File: src/rtl/fetch_stage_pkg.sv
// Shared definitions for the fetch stage: datapath width, reset/bubble defaults
// and the end-of-program drain FSM state encoding.
package rv_pipe_pkg;

    localparam int          XLEN_DEF      = 32;
    localparam logic [31:0] RESET_PC_DEF  = 32'h0000_0000;
    localparam logic [31:0] NOP_INSTR_DEF = 32'h0000_0000;

    typedef enum logic [1:0] {
        RUN   = 2'd0,
        DRAIN = 2'd1,
        HALT  = 2'd2
    } fetch_state_e;

endpackage

File: src/rtl/fetch_stage_if.sv
// Bundle of fetch-stage control inputs, instruction-memory data and
// IF/ID outputs. master = environment (hazard unit, execute, memory),
// slave = the fetch stage itself.
interface fetch_stage_if #(
    parameter int XLEN = rv_pipe_pkg::XLEN_DEF
);
    logic            StallF;
    logic            StallD;
    logic            FlushD;
    logic            pc_select;
    logic [XLEN-1:0] branch_jump_target;
    logic [XLEN-1:0] last_pc;
    logic [31:0]     InstrF;

    logic [XLEN-1:0] PCF;
    logic [XLEN-1:0] pc_plus4F;
    logic [XLEN-1:0] PCD;
    logic [31:0]     InstrD;
    logic [XLEN-1:0] pc_plus4D;
    logic            drain_active;
    logic            halted;
    logic [31:0]     fetch_count;

    modport master (
        output StallF, StallD, FlushD, pc_select, branch_jump_target, last_pc, InstrF,
        input  PCF, pc_plus4F, PCD, InstrD, pc_plus4D, drain_active, halted, fetch_count
    );

    modport slave (
        input  StallF, StallD, FlushD, pc_select, branch_jump_target, last_pc, InstrF,
        output PCF, pc_plus4F, PCD, InstrD, pc_plus4D, drain_active, halted, fetch_count
    );
endinterface

File: src/rtl/fetch_stage_if_id_reg.sv
// IF/ID pipeline register: synchronous reset, flush to a bubble, stall to hold.
module if_id_reg
    import rv_pipe_pkg::*;
#(
    parameter int          XLEN      = XLEN_DEF,
    parameter logic [31:0] NOP_INSTR = NOP_INSTR_DEF
) (
    input  logic            clk,
    input  logic            reset,
    input  logic            flush_i,
    input  logic            stall_i,
    input  logic [XLEN-1:0] pc_i,
    input  logic [31:0]     instr_i,
    input  logic [XLEN-1:0] pc_plus4_i,
    output logic [XLEN-1:0] pc_o,
    output logic [31:0]     instr_o,
    output logic [XLEN-1:0] pc_plus4_o
);
    logic [XLEN-1:0] pc_q, pc_d;
    logic [31:0]     instr_q, instr_d;
    logic [XLEN-1:0] pc_plus4_q, pc_plus4_d;

    // Next contents: flush beats stall beats load.
    always_comb begin
        pc_d       = pc_q;
        instr_d    = instr_q;
        pc_plus4_d = pc_plus4_q;
        if (flush_i) begin
            pc_d       = '0;
            instr_d    = NOP_INSTR;
            pc_plus4_d = '0;
        end else if (!stall_i) begin
            pc_d       = pc_i;
            instr_d    = instr_i;
            pc_plus4_d = pc_plus4_i;
        end
    end

    // Register update with synchronous reset to an empty bubble.
    always_ff @(posedge clk) begin
        if (reset) begin
            pc_q       <= '0;
            instr_q    <= NOP_INSTR;
            pc_plus4_q <= '0;
        end else begin
            pc_q       <= pc_d;
            instr_q    <= instr_d;
            pc_plus4_q <= pc_plus4_d;
        end
    end

    assign pc_o       = pc_q;
    assign instr_o    = instr_q;
    assign pc_plus4_o = pc_plus4_q;
endmodule

File: src/rtl/fetch_stage.sv
// Instruction fetch: PC register, next-PC mux, IF/ID register and the
// end-of-program drain FSM that feeds bubbles before raising halted.
module fetch_stage
    import rv_pipe_pkg::*;
#(
    parameter int          XLEN         = XLEN_DEF,
    parameter logic [31:0] RESET_PC     = RESET_PC_DEF,
    parameter logic [31:0] NOP_INSTR    = NOP_INSTR_DEF,
    parameter int          DRAIN_CYCLES = 10
) (
    input  logic          clk,
    input  logic          reset,
    fetch_stage_if.slave  bus
);
    // Wide enough to hold DRAIN_CYCLES itself, so the final increment never wraps.
    localparam int CW = $clog2(DRAIN_CYCLES + 1);
    localparam logic [CW-1:0] DRAIN_LAST = CW'(DRAIN_CYCLES - 1);

    fetch_state_e    state_q, state_d;
    logic [CW-1:0]   drain_cnt_q, drain_cnt_d;
    logic [XLEN-1:0] pcf_q, pcf_d;
    logic [31:0]     fetch_count_q, fetch_count_d;

    logic [XLEN-1:0] pc_plus4;
    logic [XLEN-1:0] next_pc;
    logic [31:0]     fetch_word;
    logic            accept_last;
    logic            ifid_stall;

    assign pc_plus4   = pcf_q + XLEN'(4);
    assign next_pc    = bus.pc_select ? bus.branch_jump_target : pc_plus4;
    assign fetch_word = (state_q == RUN) ? bus.InstrF : NOP_INSTR;

    // The final word only counts as fetched when it actually enters IF/ID
    // and is not being discarded by a redirect.
    assign accept_last = (pcf_q == bus.last_pc) && !bus.StallF && !bus.StallD
                         && !bus.FlushD && !bus.pc_select;

    // Once halted the decode stall is ignored so bubbles keep flowing.
    assign ifid_stall = bus.StallD && (state_q != HALT);

    // Next-state logic for the drain FSM, PC and fetch counter.
    always_comb begin
        state_d       = state_q;
        drain_cnt_d   = drain_cnt_q;
        pcf_d         = pcf_q;
        fetch_count_d = fetch_count_q;

        case (state_q)
            RUN: begin
                if (accept_last) begin
                    state_d     = DRAIN;
                    drain_cnt_d = '0;
                end
            end
            DRAIN: begin
                // A redirect from an older branch still in flight wins over completion.
                if (bus.pc_select) begin
                    state_d     = RUN;
                    drain_cnt_d = '0;
                end else if (!bus.StallD) begin
                    drain_cnt_d = drain_cnt_q + CW'(1);
                    if (drain_cnt_q == DRAIN_LAST) begin
                        state_d = HALT;
                    end
                end
            end
            HALT: begin
                state_d = HALT;
            end
            default: begin
                state_d     = RUN;
                drain_cnt_d = '0;
            end
        endcase

        // Redirects always land, even over a fetch stall.
        if ((state_q != HALT) && (bus.pc_select || !bus.StallF)) begin
            pcf_d = next_pc;
        end

        if ((state_q == RUN) && !bus.StallD && !bus.FlushD && (fetch_word != NOP_INSTR)) begin
            fetch_count_d = fetch_count_q + 32'd1;
        end
    end

    // State, PC and counter registers with synchronous reset.
    always_ff @(posedge clk) begin
        if (reset) begin
            state_q       <= RUN;
            drain_cnt_q   <= '0;
            pcf_q         <= RESET_PC[XLEN-1:0];
            fetch_count_q <= '0;
        end else begin
            state_q       <= state_d;
            drain_cnt_q   <= drain_cnt_d;
            pcf_q         <= pcf_d;
            fetch_count_q <= fetch_count_d;
        end
    end

    if_id_reg #(
        .XLEN      (XLEN),
        .NOP_INSTR (NOP_INSTR)
    ) u_if_id (
        .clk        (clk),
        .reset      (reset),
        .flush_i    (bus.FlushD),
        .stall_i    (ifid_stall),
        .pc_i       (pcf_q),
        .instr_i    (fetch_word),
        .pc_plus4_i (pc_plus4),
        .pc_o       (bus.PCD),
        .instr_o    (bus.InstrD),
        .pc_plus4_o (bus.pc_plus4D)
    );

    assign bus.PCF          = pcf_q;
    assign bus.pc_plus4F    = pc_plus4;
    assign bus.drain_active = (state_q == DRAIN);
    assign bus.halted       = (state_q == HALT);
    assign bus.fetch_count  = fetch_count_q;
endmodule

File: src/flat_wrapper.sv
// flat-port wrapper written by rule: the top's interface ports become plain ports
module fetch_stage_flat import rv_pipe_pkg::*;
#(
    parameter int          XLEN         = XLEN_DEF,
    parameter logic [31:0] RESET_PC     = RESET_PC_DEF,
    parameter logic [31:0] NOP_INSTR    = NOP_INSTR_DEF,
    parameter int          DRAIN_CYCLES = 10
)
  (clk, reset, bus_StallF, bus_StallD, bus_FlushD, bus_pc_select, bus_branch_jump_target, bus_last_pc, bus_InstrF, bus_PCF, bus_pc_plus4F, bus_PCD, bus_InstrD, bus_pc_plus4D, bus_drain_active, bus_halted, bus_fetch_count);
  fetch_stage_if #(.XLEN(XLEN)) bus_i ();
  input  logic clk;
  input  logic reset;
  input wire logic [$bits(bus_i.StallF)-1:0] bus_StallF;
  input wire logic [$bits(bus_i.StallD)-1:0] bus_StallD;
  input wire logic [$bits(bus_i.FlushD)-1:0] bus_FlushD;
  input wire logic [$bits(bus_i.pc_select)-1:0] bus_pc_select;
  input wire logic [$bits(bus_i.branch_jump_target)-1:0] bus_branch_jump_target;
  input wire logic [$bits(bus_i.last_pc)-1:0] bus_last_pc;
  input wire logic [$bits(bus_i.InstrF)-1:0] bus_InstrF;
  output wire logic [$bits(bus_i.PCF)-1:0] bus_PCF;
  output wire logic [$bits(bus_i.pc_plus4F)-1:0] bus_pc_plus4F;
  output wire logic [$bits(bus_i.PCD)-1:0] bus_PCD;
  output wire logic [$bits(bus_i.InstrD)-1:0] bus_InstrD;
  output wire logic [$bits(bus_i.pc_plus4D)-1:0] bus_pc_plus4D;
  output wire logic [$bits(bus_i.drain_active)-1:0] bus_drain_active;
  output wire logic [$bits(bus_i.halted)-1:0] bus_halted;
  output wire logic [$bits(bus_i.fetch_count)-1:0] bus_fetch_count;
  assign bus_i.StallF = bus_StallF;
  assign bus_i.StallD = bus_StallD;
  assign bus_i.FlushD = bus_FlushD;
  assign bus_i.pc_select = bus_pc_select;
  assign bus_i.branch_jump_target = bus_branch_jump_target;
  assign bus_i.last_pc = bus_last_pc;
  assign bus_i.InstrF = bus_InstrF;
  assign bus_PCF = bus_i.PCF;
  assign bus_pc_plus4F = bus_i.pc_plus4F;
  assign bus_PCD = bus_i.PCD;
  assign bus_InstrD = bus_i.InstrD;
  assign bus_pc_plus4D = bus_i.pc_plus4D;
  assign bus_drain_active = bus_i.drain_active;
  assign bus_halted = bus_i.halted;
  assign bus_fetch_count = bus_i.fetch_count;
  fetch_stage #(.XLEN(XLEN), .RESET_PC(RESET_PC), .NOP_INSTR(NOP_INSTR), .DRAIN_CYCLES(DRAIN_CYCLES)) u_core (.clk(clk), .reset(reset), .bus(bus_i));
endmodule
File: config.mk
export PLATFORM = sky130hd
export DESIGN_NAME = fetch_stage_flat
export DESIGN_NICKNAME = d
export VERILOG_FILES = /design/src/rtl/fetch_stage_pkg.sv /design/src/rtl/fetch_stage_if.sv /design/src/rtl/fetch_stage_if_id_reg.sv /design/src/rtl/fetch_stage.sv /design/src/flat_wrapper.sv
export SDC_FILE = /design/constraint.sdc
export NUM_CORES = 1
export LEC_CHECK = 0
export BUFFER_PORTS_ARGS = -buffer_cell sky130_fd_sc_hd__buf_4
export CORE_MARGIN = 2
export CORE_UTILIZATION = 25
export DETAILED_ROUTE_END_ITERATION = 8
export PLACE_DENSITY_LB_ADDON = 0.15
export SETUP_SLACK_MARGIN = 0.1
export SLEW_MARGIN = 5
export SYNTH_ARGS = -nofsm -noshare
export SYNTH_HDL_FRONTEND = slang
export SYNTH_SLANG_ARGS = --single-unit
File: constraint.sdc
create_clock -name clk -period 2.4 [get_ports clk]
set_input_delay 0.12 -clock clk [delete_from_list [all_inputs] [get_ports clk]]
set_output_delay 0.12 -clock clk [all_outputs]
set_load 0.02 [all_outputs]
==> summary.txt <==
Critical path
  • Crit path max fanout: 6
  • Register-to-Register Path Depth: 8
  • Crit. End Element: output pin
  • Required @ worst endpoint: 2280 ps
  • R2r endpoint: u_core.state_q[0]
  • Crit Path Class: register to output pin
  • Data arrival time of the critical path: 2190 ps
  • Critical Path Start: u_core.bus.PCF[9]
  • Setup crit end: bus_pc_plus4F[20]
  • RR Startpoint: u_core.bus.PCF[15]
  • Crit start category: register
  • Register-to-Register Setup Slack: 250 ps

Timing
  • Max Freq: 0.433 GHz
  • RSZ-0062 raised after global routing: yes
  • Final Hold Viols: 0
  • Fin worst setup slack: 89.3 ps
  • Final slew viol count: 0
  • Crit path time final: 2310 ps
  • Skew final: 12.3 ps
  • Final Setup Violations: 0
  • Total negative setup slack: 0 ps
  • Worst hold slack: 32.6 ps
  • Slew HR: 34.3%
  • Tcrit/Tclk final: 96.3%
  • Slew @ Worst Pin: 984 ps

Power
  • Int Power: 5.02 mW
  • Overall Power: 7.04 mW
  • Net Sw Power: 2.02 mW
  • Seq pwr share: 41.0%
  • Clock power frac: 41.4%
  • Pwr/cell area: 561 nW/um^2
  • VDD IR max: 0.000476 V
  • Sw frac: 28.7%
  • Combinational share of power: 17.6%
  • P_leak: 5.48 nW

Drt
  • Drt wl/cell: 19.0 um
  • Drt initial violations: 510
  • DR vias: 8585
  • Wl on met1: 14100 um
  • Pre-antenna DRT Iters: 5
  • # DRC: 0
  • Routed WL: 33200 um
  • Routed met3 length: 2850 um
  • Via-per-instance ratio: 4.91
  • Post-route ant nets: 0
  • Uppermost layer routed: met5
  • Met2 routed WL: 15700 um

Synthesis
  • Top_reg_cell synth: dfxtp_1
  • Distinct cells, synth: 60
  • Total of warnings raised by yosys: 0
  • Avg Inst Size Synth: 8.21 sq um
  • Syn_nets: 1074
  • Seq/Total Area, Yosys: 41.3%
  • Yosys reg bits: 164
  • Mapped Cells: 968
  • Cell Area, Synth: 7950 sq um
  • Asr flop ratio synth: 0%
  • EDFF count, synth: 0

Placed design
  • DP Area: 10800 sq um
  • Routability cong.: 0.823
  • Pre-CTS setup slack: 170 ps
  • Cells after DPL: 1640
  • I/O Buffers: 295
  • HPWL after DPL: 23400 um

Clock network
  • CTS Sinks: 164
  • Worst-Skew Late Latency: 430 ps
  • Clock tree root buffer cell: clkbuf_16
  • Total CTS buffers: 17
  • Clock Path Buffers: 2
  • # H-tree levels: 4
  • Clk slew on worst S/H paths: 80 ps
  • CTS tree: done

Global routing
  • Total Routing Usage GR: 19.3%
  • Pin count of the biggest net entering global routing: 49
  • Number of global-route vias before repair: 8301
  • GRT Residual Overflow: 0
  • First-pass GRT wire length: 49600 um
  • Initial antenna violation count: 2

Die
  • Initial Util: 25.3%
  • Core Area: 31500 sq um
  • FP Rows: 65
  • Die X: 182 um
  • I/O Pins: 296
  • Die Ht: 182 um
  • DIE AREA: 33200 sq um

Cells and area
  • Area grow syn2layout: 57.7%
  • Utilization after layout: 39.8%
  • Commonest cells after routing, fill and taps aside: buf_4 (373), dfxtp_1 (147), nand2_1 (107)
  • Share of cells above drive strength 1: 37.0%
  • FILL cells: 3242
  • Post-layout nets: 1440
  • Fin cells: 1750
  • Final Instance Area: 12500 sq um
  • Commonest non-fill, non-tap cell in the layout: buf_4

Min path
  • Hold depth: 3
  • HP Class: primary input to register

Flow run
  • Max-cap viol count: 0

Outcome
  • Outcome: finished clean
critical path: stages (launching register included):
cell and delay (ps):
dfxtp_2 340, nand4_1 170, nor4_4 280, buf_4 170
buf_12 110, nor3b_4 250, xor2_2 270, buf_6 160
power by group through the flow:
stage	clock network, mW	registers (mW)	logic [mW]
after floorplan	0	3.02	0.474
after global placement	0	2.94	1.12
after detailed placement	0	2.94	1.12
after CTS	3.03	2.89	1.21
after global routing	3.12	2.90	1.33
final	2.91	2.89	1.24
repair_timing:
action	CTS	global route
cloned	1	1
gates resized for setup	59	41
buffers inserted	13	21
setup endpoints to repair	19	74
hold buffers	41	0
hold endpoints to repair	41	0
pin swaps	11	22
state kept, by name (all words and copies together), names as in the netlist:
register / flops
u_core.u_if_id.pc_plus4_o: 30
u_core.u_if_id.instr_o: 32
u_core.drain_cnt_q: 4
u_core.bus.PCF: 32
u_core.bus.fetch_count: 32
u_core.u_if_id.pc_o: 32
u_core.state_q: 2
cells by family (layout without fill, tap and decap cells):
| group | count (synthesis) | count (layout) | synth area share [%] |
|---|---|---|---|
| buffers and inverters | 110 | 488 | 6.22 |
| muxes | 7 | 7 | 0.897 |
| AOI/OAI and AO/OA | 223 | 223 | 18.4 |
| xor gates and xnor gates | 70 | 70 | 7.71 |
| DFF | 164 | 164 | 41.3 |
| and+or+nand+nor | 390 | 391 | 24.9 |
| other | 0 | 1 | 0 |
| adders and majority gates | 4 | 4 | 0.630 |
cells in the mapped netlist, types with 14 or more instances:
| library cell | instances | share of area [%] |
|---|---|---|
| nand4_1 | 14 | 1.1 |
| xor2_1 | 48 | 5.3 |
| o21ai_0 | 20 | 1.3 |
| clkbuf_1 | 51 | 2.4 |
| dfxtp_1 | 164 | 41 |
| nand3_1 | 30 | 1.9 |
| buf_2 | 22 | 1.4 |
| nor2_1 | 99 | 4.7 |
| xnor2_1 | 22 | 2.4 |
| or4_1 | 16 | 1.5 |
| a21oi_1 | 84 | 5.3 |
| inv_1 | 21 | 0.99 |
| a22oi_1 | 36 | 3.4 |
| or3_1 | 23 | 1.8 |
| nor3_1 | 24 | 1.5 |
| o31ai_1 | 16 | 1.5 |
| nand2_1 | 112 | 5.3 |
| nor4_1 | 18 | 1.4 |
layout make-up:
class                           count  area [sq um]  area share, %
Clock inverter                     14           175           1.40
Clock buffer                       18           429           3.42
Tap cell                          402           503           4.01
Antenna cell                        1          2.50         0.0200
Inverter                           22          82.6          0.659
Timing Repair Buffer              434          3480           27.8
Sequential cell                   164          3320           26.5
Multi-Input combinational cell    695          4540           36.2
how the worst min path moves through the flow:
stage                          startpoint                          to  slack (ps)
6_report       bus_branch_jump_target[21]          u_core.bus.PCF[21]          30
5_1_grt        bus_branch_jump_target[21]          u_core.bus.PCF[21]          30
4_1_cts        bus_branch_jump_target[21]          u_core.bus.PCF[21]           8
3_5_place_dp               bus_InstrF[16]  u_core.u_if_id.instr_o[16]         370
3_3_place_gp               bus_InstrF[22]  u_core.u_if_id.instr_o[22]         370
2_1_floorplan               bus_InstrF[0]   u_core.u_if_id.instr_o[0]         270
routing by layer:
metal	track usage (%)	vias to the layer above
met5	0	-
met4	4.84	2
met3	6.35	23
met2	32.0	296
met1	24.2	4101
li1	-	4163
Power figures use the tool's default switching activity.
